--- config.mk ---
export PLATFORM = sky130hd
export DESIGN_NAME = obi_gpio_arbiter_flat
export DESIGN_NICKNAME = d
export VERILOG_FILES = /design/src/rtl/obi_arb_pkg.sv /design/src/rtl/obi_gpio_arbiter_if.sv /design/src/rtl/obi_rr_pick.sv /design/src/rtl/obi_gpio_arbiter.sv /design/src/flat_wrapper.sv
export SDC_FILE = /design/constraint.sdc
export NUM_CORES = 1
export LEC_CHECK = 0
export CELL_PAD_IN_SITES_DETAIL_PLACEMENT = 0
export CELL_PAD_IN_SITES_GLOBAL_PLACEMENT = 1
export CORE_MARGIN = 4
export CORE_UTILIZATION = 12
export DETAILED_ROUTE_END_ITERATION = 8
export MAX_ROUTING_LAYER = met4
export PLACE_DENSITY_LB_ADDON = 0.3
export SKIP_LAST_GASP = 1
export SYNTH_ARGS = -nofsm -noshare
export SYNTH_HDL_FRONTEND = slang
export SYNTH_SLANG_ARGS = --single-unit
export TNS_END_PERCENT = 1
--- constraint.sdc ---
create_clock -name clk_i -period 4.3 [get_ports clk_i]
set_clock_uncertainty 0.05 [all_clocks]
set_input_delay 0.86 -clock clk_i [delete_from_list [all_inputs] [get_ports clk_i]]
set_output_delay 0.86 -clock clk_i [all_outputs]
set_load 0.03 [all_outputs]
--- src/rtl/obi_arb_pkg.sv ---
// Shared types and constants for the two-master OBI arbiter in front of the GPIO block.
package obi_arb_pkg;

  // Number of OBI masters sharing the GPIO port.
  localparam int unsigned NUM_MST = 2;

  // Size of the GPIO register window in bytes (four 32-bit registers).
  localparam logic [31:0] GPIO_WIN_BYTES = 32'd16;

  // IDLE: nothing outstanding. RESP: one transaction accepted, response pending.
  typedef enum logic {
    IDLE = 1'b0,
    RESP = 1'b1
  } arb_state_e;

  // Master identifier (two masters, so one bit).
  typedef logic mst_id_t;

  // Request fields forwarded from the winning master to the slave.
  typedef struct packed {
    logic [31:0] addr;
    logic        we;
    logic [3:0]  be;
    logic [31:0] wdata;
  } obi_req_t;

  // True when addr is a word-aligned address inside [base, base+GPIO_WIN_BYTES).
  // Addresses below base wrap to a large offset and fail the bound check.
  function automatic logic addr_ok(input logic [31:0] addr, input logic [31:0] base);
    logic [31:0] off;
    off = addr - base;
    return (off < GPIO_WIN_BYTES) && (addr[1:0] == 2'b00);
  endfunction

endpackage

--- src/rtl/obi_gpio_arbiter_if.sv ---
// Bundle of both master OBI ports and the single GPIO slave port.
interface obi_gpio_arbiter_if;

  // Master 0
  logic        m0_req_i;
  logic        m0_gnt_o;
  logic [31:0] m0_addr_i;
  logic        m0_we_i;
  logic [3:0]  m0_be_i;
  logic [31:0] m0_wdata_i;
  logic        m0_rvalid_o;
  logic [31:0] m0_rdata_o;

  // Master 1
  logic        m1_req_i;
  logic        m1_gnt_o;
  logic [31:0] m1_addr_i;
  logic        m1_we_i;
  logic [3:0]  m1_be_i;
  logic [31:0] m1_wdata_i;
  logic        m1_rvalid_o;
  logic [31:0] m1_rdata_o;

  // GPIO slave
  logic        s_req_o;
  logic        s_gnt_i;
  logic [31:0] s_addr_o;
  logic        s_we_o;
  logic [3:0]  s_be_o;
  logic [31:0] s_wdata_o;
  logic        s_rvalid_i;
  logic [31:0] s_rdata_i;

  // Arbiter view: it is the slave of both masters and drives the GPIO request.
  modport slave (
    input  m0_req_i, m0_addr_i, m0_we_i, m0_be_i, m0_wdata_i,
    input  m1_req_i, m1_addr_i, m1_we_i, m1_be_i, m1_wdata_i,
    input  s_gnt_i, s_rvalid_i, s_rdata_i,
    output m0_gnt_o, m0_rvalid_o, m0_rdata_o,
    output m1_gnt_o, m1_rvalid_o, m1_rdata_o,
    output s_req_o, s_addr_o, s_we_o, s_be_o, s_wdata_o
  );

  // Environment view: masters issuing requests plus the GPIO responding.
  modport master (
    output m0_req_i, m0_addr_i, m0_we_i, m0_be_i, m0_wdata_i,
    output m1_req_i, m1_addr_i, m1_we_i, m1_be_i, m1_wdata_i,
    output s_gnt_i, s_rvalid_i, s_rdata_i,
    input  m0_gnt_o, m0_rvalid_o, m0_rdata_o,
    input  m1_gnt_o, m1_rvalid_o, m1_rdata_o,
    input  s_req_o, s_addr_o, s_we_o, s_be_o, s_wdata_o
  );

endinterface

--- src/rtl/obi_rr_pick.sv ---
// Two-way round-robin winner select. A lock pins the previous winner so a
// stalled request is never swapped for the other master's.
module obi_rr_pick
  import obi_arb_pkg::*;
(
  input  logic [NUM_MST-1:0] req_i,
  input  mst_id_t            last_grant_i,
  input  logic               lock_i,
  input  mst_id_t            locked_id_i,
  output mst_id_t            winner_o,
  output logic               valid_o
);

  // Lock first, then conflict (other than last grant), then lone requester.
  always_comb begin
    winner_o = 1'b0;
    valid_o  = 1'b0;
    if (lock_i) begin
      winner_o = locked_id_i;
      valid_o  = 1'b1;
    end else if (&req_i) begin
      winner_o = ~last_grant_i;
      valid_o  = 1'b1;
    end else if (req_i[1]) begin
      winner_o = 1'b1;
      valid_o  = 1'b1;
    end else if (req_i[0]) begin
      winner_o = 1'b0;
      valid_o  = 1'b1;
    end
  end

endmodule

--- src/rtl/obi_gpio_arbiter.sv ---
// Arbitrates two OBI masters onto one GPIO slave with at most one transaction
// outstanding. A new request may issue in the response cycle, so a slave with
// one-cycle latency sustains one transaction per cycle.
module obi_gpio_arbiter
  import obi_arb_pkg::*;
#(
  parameter logic [31:0] BASE_ADDR = 32'h1000_0000
) (
  input  logic               clk_i,
  input  logic               rst_i,
  obi_gpio_arbiter_if.slave  bus,
  output logic               busy_o,
  output logic               addr_err_o
);

  arb_state_e state_q;
  mst_id_t    owner_q;
  mst_id_t    last_grant_q;
  logic       lock_q;
  mst_id_t    locked_id_q;

  logic [NUM_MST-1:0]       req;
  obi_req_t [NUM_MST-1:0]   mreq;
  logic [NUM_MST-1:0]       gnt;
  logic [NUM_MST-1:0]       rvalid;
  logic [NUM_MST-1:0][31:0] rdata;

  mst_id_t  winner;
  logic     pick_vld;
  logic     resp_cyc;
  logic     can_issue;
  logic     s_req;
  logic     accept;
  obi_req_t fwd;

  assign req     = {bus.m1_req_i, bus.m0_req_i};
  assign mreq[0] = '{addr: bus.m0_addr_i, we: bus.m0_we_i, be: bus.m0_be_i, wdata: bus.m0_wdata_i};
  assign mreq[1] = '{addr: bus.m1_addr_i, we: bus.m1_we_i, be: bus.m1_be_i, wdata: bus.m1_wdata_i};

  obi_rr_pick u_pick (
    .req_i        (req),
    .last_grant_i (last_grant_q),
    .lock_i       (lock_q),
    .locked_id_i  (locked_id_q),
    .winner_o     (winner),
    .valid_o      (pick_vld)
  );

  // The slave holds rvalid high while idle, so rvalid only counts in RESP.
  // Reset gates everything combinational so outputs drop with rst_i at once.
  assign resp_cyc  = !rst_i && (state_q == RESP) && bus.s_rvalid_i;
  assign can_issue = !rst_i && ((state_q == IDLE) || bus.s_rvalid_i);
  assign s_req     = can_issue && pick_vld;
  assign accept    = s_req && bus.s_gnt_i;
  assign fwd       = s_req ? mreq[winner] : '0;

  // Per-master grant and response steering; non-owners always see zeros.
  for (genvar m = 0; m < NUM_MST; m++) begin : g_mst
    assign gnt[m]    = accept && (winner == mst_id_t'(m));
    assign rvalid[m] = resp_cyc && (owner_q == mst_id_t'(m));
    assign rdata[m]  = rvalid[m] ? bus.s_rdata_i : 32'h0;
  end

  assign bus.m0_gnt_o    = gnt[0];
  assign bus.m1_gnt_o    = gnt[1];
  assign bus.m0_rvalid_o = rvalid[0];
  assign bus.m1_rvalid_o = rvalid[1];
  assign bus.m0_rdata_o  = rdata[0];
  assign bus.m1_rdata_o  = rdata[1];

  assign bus.s_req_o   = s_req;
  assign bus.s_addr_o  = fwd.addr;
  assign bus.s_we_o    = fwd.we;
  assign bus.s_be_o    = fwd.be;
  assign bus.s_wdata_o = fwd.wdata;

  assign busy_o     = (state_q == RESP);
  // Bad addresses are flagged but still forwarded; the GPIO decides what to do.
  assign addr_err_o = accept && !addr_ok(fwd.addr, BASE_ADDR);

  // Transaction FSM plus round-robin history and stall lock.
  always_ff @(posedge clk_i or posedge rst_i) begin
    if (rst_i) begin
      state_q      <= IDLE;
      owner_q      <= 1'b0;
      last_grant_q <= 1'b1;
      lock_q       <= 1'b0;
      locked_id_q  <= 1'b0;
    end else begin
      if (accept) begin
        state_q      <= RESP;
        owner_q      <= winner;
        last_grant_q <= winner;
      end else if (resp_cyc) begin
        state_q <= IDLE;
      end
      // A presented-but-ungranted request pins its master until accepted.
      if (s_req) begin
        lock_q      <= !bus.s_gnt_i;
        locked_id_q <= winner;
      end
    end
  end

endmodule

--- src/flat_wrapper.sv ---
// flat-port wrapper written by rule: the top's interface ports become plain ports
module obi_gpio_arbiter_flat import obi_arb_pkg::*;
#(
  parameter logic [31:0] BASE_ADDR = 32'h1000_0000
)
  (clk_i, rst_i, busy_o, addr_err_o, bus_m0_req_i, bus_m0_addr_i, bus_m0_we_i, bus_m0_be_i, bus_m0_wdata_i, bus_m1_req_i, bus_m1_addr_i, bus_m1_we_i, bus_m1_be_i, bus_m1_wdata_i, bus_s_gnt_i, bus_s_rvalid_i, bus_s_rdata_i, bus_m0_gnt_o, bus_m0_rvalid_o, bus_m0_rdata_o, bus_m1_gnt_o, bus_m1_rvalid_o, bus_m1_rdata_o, bus_s_req_o, bus_s_addr_o, bus_s_we_o, bus_s_be_o, bus_s_wdata_o);
  obi_gpio_arbiter_if bus_i ();
  input  logic clk_i;
  input  logic rst_i;
  output logic busy_o;
  output logic addr_err_o;
  input wire logic [$bits(bus_i.m0_req_i)-1:0] bus_m0_req_i;
  input wire logic [$bits(bus_i.m0_addr_i)-1:0] bus_m0_addr_i;
  input wire logic [$bits(bus_i.m0_we_i)-1:0] bus_m0_we_i;
  input wire logic [$bits(bus_i.m0_be_i)-1:0] bus_m0_be_i;
  input wire logic [$bits(bus_i.m0_wdata_i)-1:0] bus_m0_wdata_i;
  input wire logic [$bits(bus_i.m1_req_i)-1:0] bus_m1_req_i;
  input wire logic [$bits(bus_i.m1_addr_i)-1:0] bus_m1_addr_i;
  input wire logic [$bits(bus_i.m1_we_i)-1:0] bus_m1_we_i;
  input wire logic [$bits(bus_i.m1_be_i)-1:0] bus_m1_be_i;
  input wire logic [$bits(bus_i.m1_wdata_i)-1:0] bus_m1_wdata_i;
  input wire logic [$bits(bus_i.s_gnt_i)-1:0] bus_s_gnt_i;
  input wire logic [$bits(bus_i.s_rvalid_i)-1:0] bus_s_rvalid_i;
  input wire logic [$bits(bus_i.s_rdata_i)-1:0] bus_s_rdata_i;
  output wire logic [$bits(bus_i.m0_gnt_o)-1:0] bus_m0_gnt_o;
  output wire logic [$bits(bus_i.m0_rvalid_o)-1:0] bus_m0_rvalid_o;
  output wire logic [$bits(bus_i.m0_rdata_o)-1:0] bus_m0_rdata_o;
  output wire logic [$bits(bus_i.m1_gnt_o)-1:0] bus_m1_gnt_o;
  output wire logic [$bits(bus_i.m1_rvalid_o)-1:0] bus_m1_rvalid_o;
  output wire logic [$bits(bus_i.m1_rdata_o)-1:0] bus_m1_rdata_o;
  output wire logic [$bits(bus_i.s_req_o)-1:0] bus_s_req_o;
  output wire logic [$bits(bus_i.s_addr_o)-1:0] bus_s_addr_o;
  output wire logic [$bits(bus_i.s_we_o)-1:0] bus_s_we_o;
  output wire logic [$bits(bus_i.s_be_o)-1:0] bus_s_be_o;
  output wire logic [$bits(bus_i.s_wdata_o)-1:0] bus_s_wdata_o;
  assign bus_i.m0_req_i = bus_m0_req_i;
  assign bus_i.m0_addr_i = bus_m0_addr_i;
  assign bus_i.m0_we_i = bus_m0_we_i;
  assign bus_i.m0_be_i = bus_m0_be_i;
  assign bus_i.m0_wdata_i = bus_m0_wdata_i;
  assign bus_i.m1_req_i = bus_m1_req_i;
  assign bus_i.m1_addr_i = bus_m1_addr_i;
  assign bus_i.m1_we_i = bus_m1_we_i;
  assign bus_i.m1_be_i = bus_m1_be_i;
  assign bus_i.m1_wdata_i = bus_m1_wdata_i;
  assign bus_i.s_gnt_i = bus_s_gnt_i;
  assign bus_i.s_rvalid_i = bus_s_rvalid_i;
  assign bus_i.s_rdata_i = bus_s_rdata_i;
  assign bus_m0_gnt_o = bus_i.m0_gnt_o;
  assign bus_m0_rvalid_o = bus_i.m0_rvalid_o;
  assign bus_m0_rdata_o = bus_i.m0_rdata_o;
  assign bus_m1_gnt_o = bus_i.m1_gnt_o;
  assign bus_m1_rvalid_o = bus_i.m1_rvalid_o;
  assign bus_m1_rdata_o = bus_i.m1_rdata_o;
  assign bus_s_req_o = bus_i.s_req_o;
  assign bus_s_addr_o = bus_i.s_addr_o;
  assign bus_s_we_o = bus_i.s_we_o;
  assign bus_s_be_o = bus_i.s_be_o;
  assign bus_s_wdata_o = bus_i.s_wdata_o;
  obi_gpio_arbiter #(.BASE_ADDR(BASE_ADDR)) u_core (.clk_i(clk_i), .rst_i(rst_i), .bus(bus_i), .busy_o(busy_o), .addr_err_o(addr_err_o));
endmodule
==> results.txt, run 1 <==
status = finished, final reports clean
VDD IR max = 0.0956 mV
dpl hpwl = 10800 um
final hold vios = 0
initial antenna violation count = 0
yosys warns = 0
final setup fails = 0
largest net degree at the start of global routing = 59
CTS Buf Count = 3
DRC errors left = 0
Detailed Routing Iterations Pass 1 = 4
sequential-to-total area share from yosys stat = 0.0674
Core Area = 0.0153 mm^2
vias in the first global route = 3610
first-pass GRT wire length = 18900 um
post-synthesis cell type count = 26
Slew headroom = 0.577
Layout area overhead = 179%
die footprint = 0.0177 mm^2
reg2reg start = u_core.lock_q
ANT cells = 0
Synthesized Nets = 527
height of the die = 133 um
gpl congestion = 0.799
Static Leak = 0.00212 uW
Clock Tree Root = clkbuf_16
Tightest Pin Transition = 0.635 ns
pwr dens = 249 mW/mm^2
max-cap violations = 0
Final min period = 3.96 ns
nets@finish = 829
hold path startpoint = u_core.locked_id_q
H-tree levels = 1
clk_lat worst skew = 0.23 ns
chip width = 133 um
Detailed Route Iter0 Violations = 77
top-level I/O count = 316
Critical Path Sink Type = output pin
Worst Setup Start Kind = input port
cells on worst reg2reg path = 5
RSZ-0062 raised after global routing = no
count of hold-fix buffers inserted at cts = 0
worst endpoint required time = 3.39 ns
Post-DP Area = 0.00515 mm^2
highest clock rate = 253 MHz
total grt overflow = 0
Via density = 4.03
fillcell total = 1651
Hold Path Sink = u_core.locked_id_q
Setup Total Neg Slack = 0 ns
reg2reg end = u_core.owner_q
HP Class = reg -> reg
# Post-CTS Setup Buffers = 0
num rows = 45
total global-route track usage = 0.135
Seq cells post-synth = 5
CTS tree = done
Starting Density = 0.123
CTS Sinks = 5
worst-path fanout max = 28
Max Buffers Root-to-Sink = 2
Routed Antenna Nets = 0
fraction of layout cells with a size suffix above 1 = 0.113
kind of critical path = in -> out
port bufs = 315
wire per inst = 14.7 um
Syn Area/Cell = 5.34 um^2
Pins Over Slew Limit = 0
drt total wl = 12700 um
Finished Cell Area = 0.00523 mm^2
Post-Synthesis Cells = 351
clock-pin transition on the worst setup and hold timing paths = 0.03 ns
Netlist Area Pre-Place = 0.00188 mm^2
hold path cells = 2
DR vias = 3481
period utilization = 0.921
CTS resizes = 0
Worst R2R Setup Slack = 2.59 ns
CP Data Arrival Time = 3.05 ns
-- where the power goes --
part / internal [uW] / switching, uW / total [uW]
Clock: 123 / 29.3 / 152
Combinational: 466 / 600 / 1070
Sequential: 65.9 / 17.5 / 83.4
Total: 655 / 647 / 1300
-- stage by stage --
step                setup slack (ns)  hold WS [ns]   util  power (uW)  cells
floorplan                       1.21         0.405      -         670    351
finish                         0.340         0.503  0.343        1300    863
detailed placement             0.303         0.524  0.338        1170    859
global route                   0.189         0.552  0.343        1390    863
global placement               0.358         0.525  0.338        1160    859
CTS                            0.287         0.532  0.343        1330    863
-- state kept, by name, indices dropped and copies added (netlist names) --
signal,flops
u_core.busy_o,1
u_core.last_grant_q,1
u_core.lock_q,1
u_core.locked_id_q,1
u_core.owner_q,1
-- worst max-delay path: stages --
cell	delay (ns)
clkdlybuf4s50_1	0.48
a21bo_2	0.25
o21a_2	0.41
buf_4	0.24
nor2_1	0.10
clkdlybuf4s50_1	0.69
-- cell families after synthesis --
logic type | Yosys count | synth area share
AO/OA/AOI/OAI | 76 | 0.215
buffers and inverters | 33 | 0.107
flip-flops | 5 | 0.0674
multiplexers | 2 | 0.0160
AND/OR/NAND/NOR | 235 | 0.595
-- metal layers --
| metal | GRT usage | routed length, um |
|---|---|---|
| met1 | 0.142 | 4610 |
| met2 | 0.263 | 7080 |
| met3 | 0.0259 | 973 |
| met4 | 0.0208 | 28 |
| met5 | - | 0 |
-- synth_stat cells --
cell / number / share of area
nand2_1: 141 / 0.28
a21oi_1: 69 / 0.18
and2_1: 64 / 0.21
buf_2: 16 / 0.043
nor4_1: 12 / 0.040
buf_6: 7 / 0.042
clkbuf_1: 5 / 0.010
nor2_1: 5 / 0.010
dfrtp_1: 4 / 0.053
nand4_1: 4 / 0.013
nor3_1: 4 / 0.011
inv_1: 3 / 0.0060
mux2_4: 2 / 0.016
nor4b_1: 2 / 0.0093
o21ai_0: 2 / 0.0053
a211o_1: 1 / 0.0047
a21bo_2: 1 / 0.0053
and3_1: 1 / 0.0033
buf_4: 1 / 0.0040
dfstp_2: 1 / 0.014
inv_2: 1 / 0.0020
nand2_4: 1 / 0.0060
nor4_2: 1 / 0.0067
o21a_1: 1 / 0.0040
o21ai_1: 1 / 0.0027
o21ai_4: 1 / 0.0087
-- worst max-delay path by stage --
| stage | from | to | slack [ns] | cells after the start |
|---|---|---|---|---|
| 3_3_place_gp | bus_m1_req_i | bus_m1_gnt_o | 0.36 | 6 |
| 2_1_floorplan | bus_s_rvalid_i | addr_err_o | 1.21 | 5 |
| 3_5_place_dp | bus_m1_req_i | bus_s_wdata_o[15] | 0.30 | 6 |
| 6_report | bus_m1_req_i | bus_m1_gnt_o | 0.34 | 6 |
| 4_1_cts | bus_m1_req_i | bus_s_wdata_o[15] | 0.29 | 6 |
| 5_1_grt | bus_m1_req_i | bus_s_addr_o[16] | 0.19 | 6 |
-- layout make-up --
type	instances	area, um^2	share of cell area
Multi-Input combinational cell	313	1560	0.298
Sequential cell	5	126	0.0242
Clock buffer	4	78.8	0.0151
Inverter	4	15.0	0.00287
Tap cell	211	264	0.0505
Timing Repair Buffer	326	3190	0.609
-- layout by cell type (no fill, tap or decap), types with 2 or more instances in the layout --
cell,count
dfrtp_1,4
nor4_1,12
o21ai_0,2
nor3_1,4
a21oi_1,69
clkdlybuf4s50_1,265
nand4_1,4
buf_4,55
nand2_1,141
nor4b_1,2
inv_1,3
nor2_1,5
mux2_4,2
and2_1,64
clkbuf_16,3
buf_12,6
No activity file was read; power rests on OpenSTA's default activity.
==> run 2, diff against run 1 <==
--- a/config.mk
+++ b/config.mk
@@ -9,9 +9,11 @@
 export CELL_PAD_IN_SITES_GLOBAL_PLACEMENT = 1
 export CORE_MARGIN = 4
 export CORE_UTILIZATION = 12
+export CTS_BUF_LIST = sky130_fd_sc_hd__clkbuf_4 sky130_fd_sc_hd__clkbuf_8
 export DETAILED_ROUTE_END_ITERATION = 8
 export MAX_ROUTING_LAYER = met4
 export PLACE_DENSITY_LB_ADDON = 0.3
+export REMOVE_ABC_BUFFERS = 1
 export SKIP_LAST_GASP = 1
 export SYNTH_ARGS = -nofsm -noshare
 export SYNTH_HDL_FRONTEND = slang
==> run 2 against run 1 <==
Sequential share of layout area about the same; global-route usage up 0.24 points; critical endpoint is now bus_s_addr_o[14]; utilization up 0.44 points; non-clock buffer count unchanged.
==> results.txt, run 2 (synthesized netlist as in run 1, its figures left out) <==
fraction of layout cells with a size suffix above 1 = 0.109 (-0.00460)
gpl congestion = 0.813 (+1.7%)
Worst Setup Start Kind = input port
commonest non-fill, non-tap cell in the layout = clkdlybuf4s50_1
CP Depth = 6 (unchanged)
Max Buffers Root-to-Sink = 2 (unchanged)
CTS Buf Count = 3 (unchanged)
H-tree levels = 1 (unchanged)
Largest stage delay, worst path = 0.71 ns (+0.02 ns)
Setup Total Neg Slack = 0 ns (unchanged)
total grt overflow = 0 (unchanged)
die footprint = 0.0177 mm^2 (unchanged)
max-cap violations = 0 (unchanged)
top-level I/O count = 316 (unchanged)
Post-Place Cells = 859 (unchanged)
Tot Pwr = 1250 uW (-3.6%)
crit path from = bus_m0_req_i
DRC errors left = 0 (unchanged)
Detailed Routing Iterations Pass 1 = 4 (unchanged)
dpl hpwl = 11200 um (+4.1%)
Tightest Pin Transition = 0.579 ns (-0.0553 ns)
initial antenna violation count = 0 (unchanged)
Detailed Route Iter0 Violations = 85 (+10%)
Routed Antenna Nets = 0 (unchanged)
status = finished, final reports clean
CP dominant cell by count = clkdlybuf4s50_1
height of the die = 133 um (unchanged)
VDD IR max = 0.0894 mV (-6.4%)
Via density = 4.05 (+0.49%)
# Post-CTS Setup Buffers = 0 (unchanged)
Internal Pwr Total = 616 uW (-5.9%)
clock share of power = 0.073 (-0.044)
cells on worst reg2reg path = 4 (-1)
Critical Path Sink Type = output pin
wire per inst = 15.0 um (+2.3%)
HP Class = reg -> reg
Starting Density = 0.123 (unchanged)
CP Capture Point = bus_s_addr_o[14]
fillcell total = 1615 (-2.2%)
chip width = 133 um (unchanged)
Hold WS = 0.452 ns (-0.0507 ns)
Bufs and invs on worst path = 2 (-1)
drt total wl = 13000 um (+2.3%)
Clock Tree Root = clkbuf_8
clock-pin transition on the worst setup and hold timing paths = 0.03 ns (about the same)
Switching Fraction = 0.509 (+0.0119)
part of the power in registers = 0.064 (about the same)
most frequent cells in the layout = 269 x clkdlybuf4s50_1, 141 x nand2_1, 69 x a21oi_1, 64 x and2_1, 44 x buf_4
reg2reg start = u_core.last_grant_q
Pins Over Slew Limit = 0 (unchanged)
Comb power frac = 0.863 (+0.044)
first-pass GRT wire length = 19100 um (+1.1%)
Worst R2R Setup Slack = 2.76 ns (+0.17 ns)
CTS tree = done
kind of critical path = in -> out
CTS Sinks = 5 (unchanged)
Switching Power = 638 uW (-1.3%)
largest net degree at the start of global routing = 74 (+25%)
Slew headroom = 0.614 (+0.0369)
nets@finish = 829 (unchanged)
Final min period = 3.96 ns (+0.00385 ns)
Static Leak = 0.00213 uW (+0.31%)
vias in the first global route = 3540 (-1.9%)
period utilization = 0.922 (about the same)
total global-route track usage = 0.137 (+0.00243)
highest clock rate = 252 MHz (about the same)
final setup fails = 0 (unchanged)
pwr dens = 237 mW/mm^2 (-4.8%)
RSZ-0062 raised after global routing = no
Layout area overhead = 182%
worst-path fanout max = 28 (unchanged)
count of hold-fix buffers inserted at cts = 0 (unchanged)
worst endpoint required time = 3.39 ns (about the same)
num rows = 45 (unchanged)
final hold vios = 0 (unchanged)
CP Data Arrival Time = 3.05 ns (about the same)
Post-Layout Cell Count = 863 (unchanged)
Finished Core Util = 0.347 (+0.00443)
DR vias = 3498 (+0.49%)
worst path cell trace = clkdlybuf4s50_1 -> a21bo_2 -> o21a_2 -> nand2_1 -> a21oi_1 -> clkdlybuf4s50_1
CTS resizes = 0 (unchanged)
Crit path max-delay family = buffers and inverters
ANT cells = 0 (unchanged)
port bufs = 315 (unchanged)
Core Area = 0.0153 mm^2 (unchanged)
reg2reg end = u_core.owner_q
slowest stage cell, crit path = clkdlybuf4s50_1
clk_lat worst skew = 0.22 ns (about the same)
run 2: worst min-delay path by stage:
stage | startpoint | to | cells after the start
after floorplan | u_core.locked_id_q | u_core.locked_id_q | 2
after global placement | u_core.locked_id_q | u_core.locked_id_q | 2
after detailed placement | u_core.locked_id_q | u_core.locked_id_q | 2
after CTS | u_core.locked_id_q | u_core.locked_id_q | 2
after global routing | u_core.locked_id_q | u_core.locked_id_q | 2
final | u_core.locked_id_q | u_core.locked_id_q | 2
run 2: worst min-delay path: cells and delay by family, from the launching register on:
family / cells / cell delay (ns)
flops: 1 / 0.34
simple gates: 1 / 0.05
compound gates: 1 / 0.07
run 2: layout make-up:
type	count	area, um^2	area share
multi-input cells	313	1560	0.295
well taps	211	264	0.0498
clock buffers	4	48.8	0.00921
inverters	4	15.0	0.00283
flip-flops and latches	5	126	0.0239
repair buffers	326	3280	0.620
run 2: layer usage:
metal | up-vias | part of all wire | global-route usage
li1 | 1752 | - | -
met4 | 0 | 0.0026 | 0.0139
met5 | - | 0 | -
met3 | 4 | 0.089 | 0.0304
met2 | 204 | 0.55 | 0.280
met1 | 1538 | 0.35 | 0.135
run 2: power groups by stage:
stage / Combinational, uW / Clock [uW] / Sequential [uW]
after CTS: 1100 / 94.2 / 81.1
after floorplan: 549 / 0 / 79.4
after global routing: 1160 / 98.4 / 83.2
after detailed placement: 1100 / 0 / 81.6
final: 1080 / 91.2 / 80.5
after global placement: 1090 / 0 / 80.2
run 2: metrics by stage:
step                instance area, um^2  setup slack (ns)
CTS                                5300             0.235
floorplan                          1690             0.253
detailed placement                 5250             0.255
global placement                   5250             0.240
global route                       5300             0.167
finish                             5300             0.336
==> run 3, diff against run 2 <==
--- a/config.mk
+++ b/config.mk
@@ -7,10 +7,12 @@
 export LEC_CHECK = 0
 export CELL_PAD_IN_SITES_DETAIL_PLACEMENT = 0
 export CELL_PAD_IN_SITES_GLOBAL_PLACEMENT = 1
+export CORE_ASPECT_RATIO = 1.4
 export CORE_MARGIN = 4
 export CORE_UTILIZATION = 12
 export CTS_BUF_LIST = sky130_fd_sc_hd__clkbuf_4 sky130_fd_sc_hd__clkbuf_8
 export DETAILED_ROUTE_END_ITERATION = 8
+export GPL_TIMING_DRIVEN = 0
 export MAX_ROUTING_LAYER = met4
 export PLACE_DENSITY_LB_ADDON = 0.3
 export REMOVE_ABC_BUFFERS = 1
@@ -18,4 +20,3 @@
 export SYNTH_ARGS = -nofsm -noshare
 export SYNTH_HDL_FRONTEND = slang
 export SYNTH_SLANG_ARGS = --single-unit
-export TNS_END_PERCENT = 1
==> run 3 against run 2 <==
Die area is 0.16% higher; register-to-register slack worse by 0.62 ns; sequential share of layout area hardly changed; final cell count is 2.4% lower; global-route usage is 1.2 points higher; first-iteration DRC count is 79% higher; sequential cell count stayed put; final area hardly changed; maximum frequency is 3.0% lower; largest power group unchanged; sequential power is 4.0% higher; via count is 4.0% higher; highest routed layer unchanged; critical path type unchanged.
==> results.txt, run 3 (synthesized netlist as in run 1, its figures left out) <==
status = finished, final reports clean
num rows = 53 (+18%)
die footprint = 0.0177 mm^2 (+0.16%)
RSZ-0062 raised after global routing = no
drt total wl = 14200 um (+9.3%)
grt met1 use = 0.149 (+0.0147)
highest clock rate = 245 MHz (-3.0%)
Max Buffers Root-to-Sink = 2 (unchanged)
VDD IR max = 0.108 mV (+21%)
met2 Usage GRT = 0.286 (+0.00568)
Post-DP Area = 0.00519 mm^2 (-1.1%)
Worst Setup Start Kind = input port
Layout area overhead = 182% (about the same)
DR vias = 3638 (+4.0%)
Critical Path Sink Type = output pin
wire per inst = 16.9 um (+12%)
initial antenna violation count = 2 (+2)
clk_lat worst skew = 0.23 ns (about the same)
GR Util met3 = 0.0396 (+0.00916)
Finished Cell Area = 0.00530 mm^2 (about the same)
top-level I/O count = 316 (unchanged)
Clock Tree Root = clkbuf_8
CTS Sinks = 5 (unchanged)
commonest non-fill, non-tap cell in the layout = clkdlybuf4s50_1
period utilization = 0.950 (+0.0283)
Final min period = 4.09 ns (+0.122 ns)
first-pass GRT wire length = 20300 um (+6.2%)
Core Area = 0.0152 mm^2 (-0.48%)
final setup fails = 0 (unchanged)
Comb power frac = 0.862 (about the same)
gpl congestion = 0.909 (+12%)
clock-pin transition on the worst setup and hold timing paths = 0.03 ns (about the same)
chip width = 114 um (-15%)
CTS tree = done
Pins Over Slew Limit = 0 (unchanged)
Detailed Routing Iterations Pass 1 = 4 (unchanged)
worst endpoint required time = 3.39 ns (about the same)
Static Leak = 0.00202 uW (-5.4%)
worst-path fanout max = 30 (+7.1%)
largest net degree at the start of global routing = 40 (-46%)
DRC errors left = 0 (unchanged)
Starting Density = 0.124 (+0.000587)
vias in the first global route = 3760 (+6.2%)
Detailed Route Iter0 Violations = 152 (+79%)
port bufs = 315 (unchanged)
part of the power in registers = 0.064 (about the same)
max-cap violations = 0 (unchanged)
most frequent cells in the layout = 314 x clkdlybuf4s50_1, 141 x nand2_1, 69 x a21oi_1, 64 x and2_1, 12 x nor4_1
Switching Power = 666 uW (+4.4%)
HP Class = reg -> reg
fraction of layout cells with a size suffix above 1 = 0.0340 (-0.0749)
pwr dens = 246 mW/mm^2 (+3.9%)
Setup Total Neg Slack = 0 ns (unchanged)
dpl hpwl = 11700 um (+4.1%)
CTS Buf Count = 3 (unchanged)
Switching Fraction = 0.512 (+0.00283)
final hold vios = 0 (unchanged)
GRT busiest layer = met2
CP Data Arrival Time = 3.18 ns (+0.13 ns)
nets@finish = 825 (-0.48%)
Slew headroom = 0.619 (+0.00567)
kind of critical path = in -> out
Routed Antenna Nets = 0 (unchanged)
H-tree levels = 1 (unchanged)
height of the die = 156 um (+17%)
clock share of power = 0.073 (about the same)
Internal Pwr Total = 636 uW (+3.2%)
total global-route track usage = 0.150 (+0.0124)
Via density = 4.32 (+6.6%)
count of hold-fix buffers inserted at cts = 0 (unchanged)
total grt overflow = 0 (unchanged)
Finished Core Util = 0.349 (+0.00149)
Tightest Pin Transition = 0.566 ns (-0.0137 ns)
## run 3: worst max-delay path, stage by stage
cell and delay [ns]:
clkdlybuf4s50_1 0.49, a21bo_2 0.29, o21ai_4 0.27, buf_12 0.15
buf_16 0.16, nand2_1 0.08, a21oi_1 0.17, clkdlybuf4s50_1 0.70
## run 3: final timing paths
check | slack (ns) | cells after the start | to | startpoint
worst max-delay path | 0.21 | 8 | bus_s_wdata_o[11] | bus_m1_req_i
worst min-delay path | 0.44 | 2 | u_core.locked_id_q | u_core.locked_id_q
worst max register to register | 2.14 | 6 | u_core.owner_q | u_core.lock_q
worst min register to register | 0.44 | 2 | u_core.locked_id_q | u_core.locked_id_q
max in group asynchronous | 2.98 | 2 | u_core.last_grant_q | rst_i
min in group asynchronous | 0.97 | 2 | u_core.busy_o | rst_i
## run 3: per-stage QoR
stage	cells	worst slack, ns	hold slack, ns	power (uW)
after CTS	840	0.0710	0.437	1320
final	842	0.214	0.437	1300
after detailed placement	833	-0.320	0.430	1180
after global routing	842	0.0680	0.457	1390
after floorplan	322	0.253	0.405	628
after global placement	829	-1.51	0.422	1150
## run 3: metal layers
| metal | routed length (um) | vias to the layer above |
|---|---|---|
| met1 | 5150 | 1617 |
| met2 | 7270 | 254 |
| li1 | - | 1752 |
| met5 | 0 | - |
| met3 | 1540 | 15 |
| met4 | 251 | 0 |
## run 3: power groups by stage
stage | clock network [uW] | logic [uW] | registers [uW]
3_5_place_dp | 0 | 1100 | 82.1
5_1_grt | 102 | 1200 | 87.7
6_report | 95.4 | 1120 | 83.7
2_1_floorplan | 0 | 549 | 79.4
4_1_cts | 98.1 | 1140 | 84.3
3_3_place_gp | 0 | 1070 | 78.1
## run 3: what timing repair did
item	4_1_cts	5_1_grt
setup endpoints to repair	5	21
pin swaps	1	0
gates resized for setup	2	2
buffers inserted	2	0
gates cloned	1	0
## run 3: area by class of cell
class | instances | area, um^2
Clock buffer | 4 | 48.8
Timing Repair Buffer | 321 | 3270
Tap cell | 192 | 240
Multi-Input combinational cell | 314 | 1590
Fill cell | 1651 | 9890
Sequential cell | 5 | 126
Inverter | 4 | 15.0
Antenna cell | 2 | 5.00
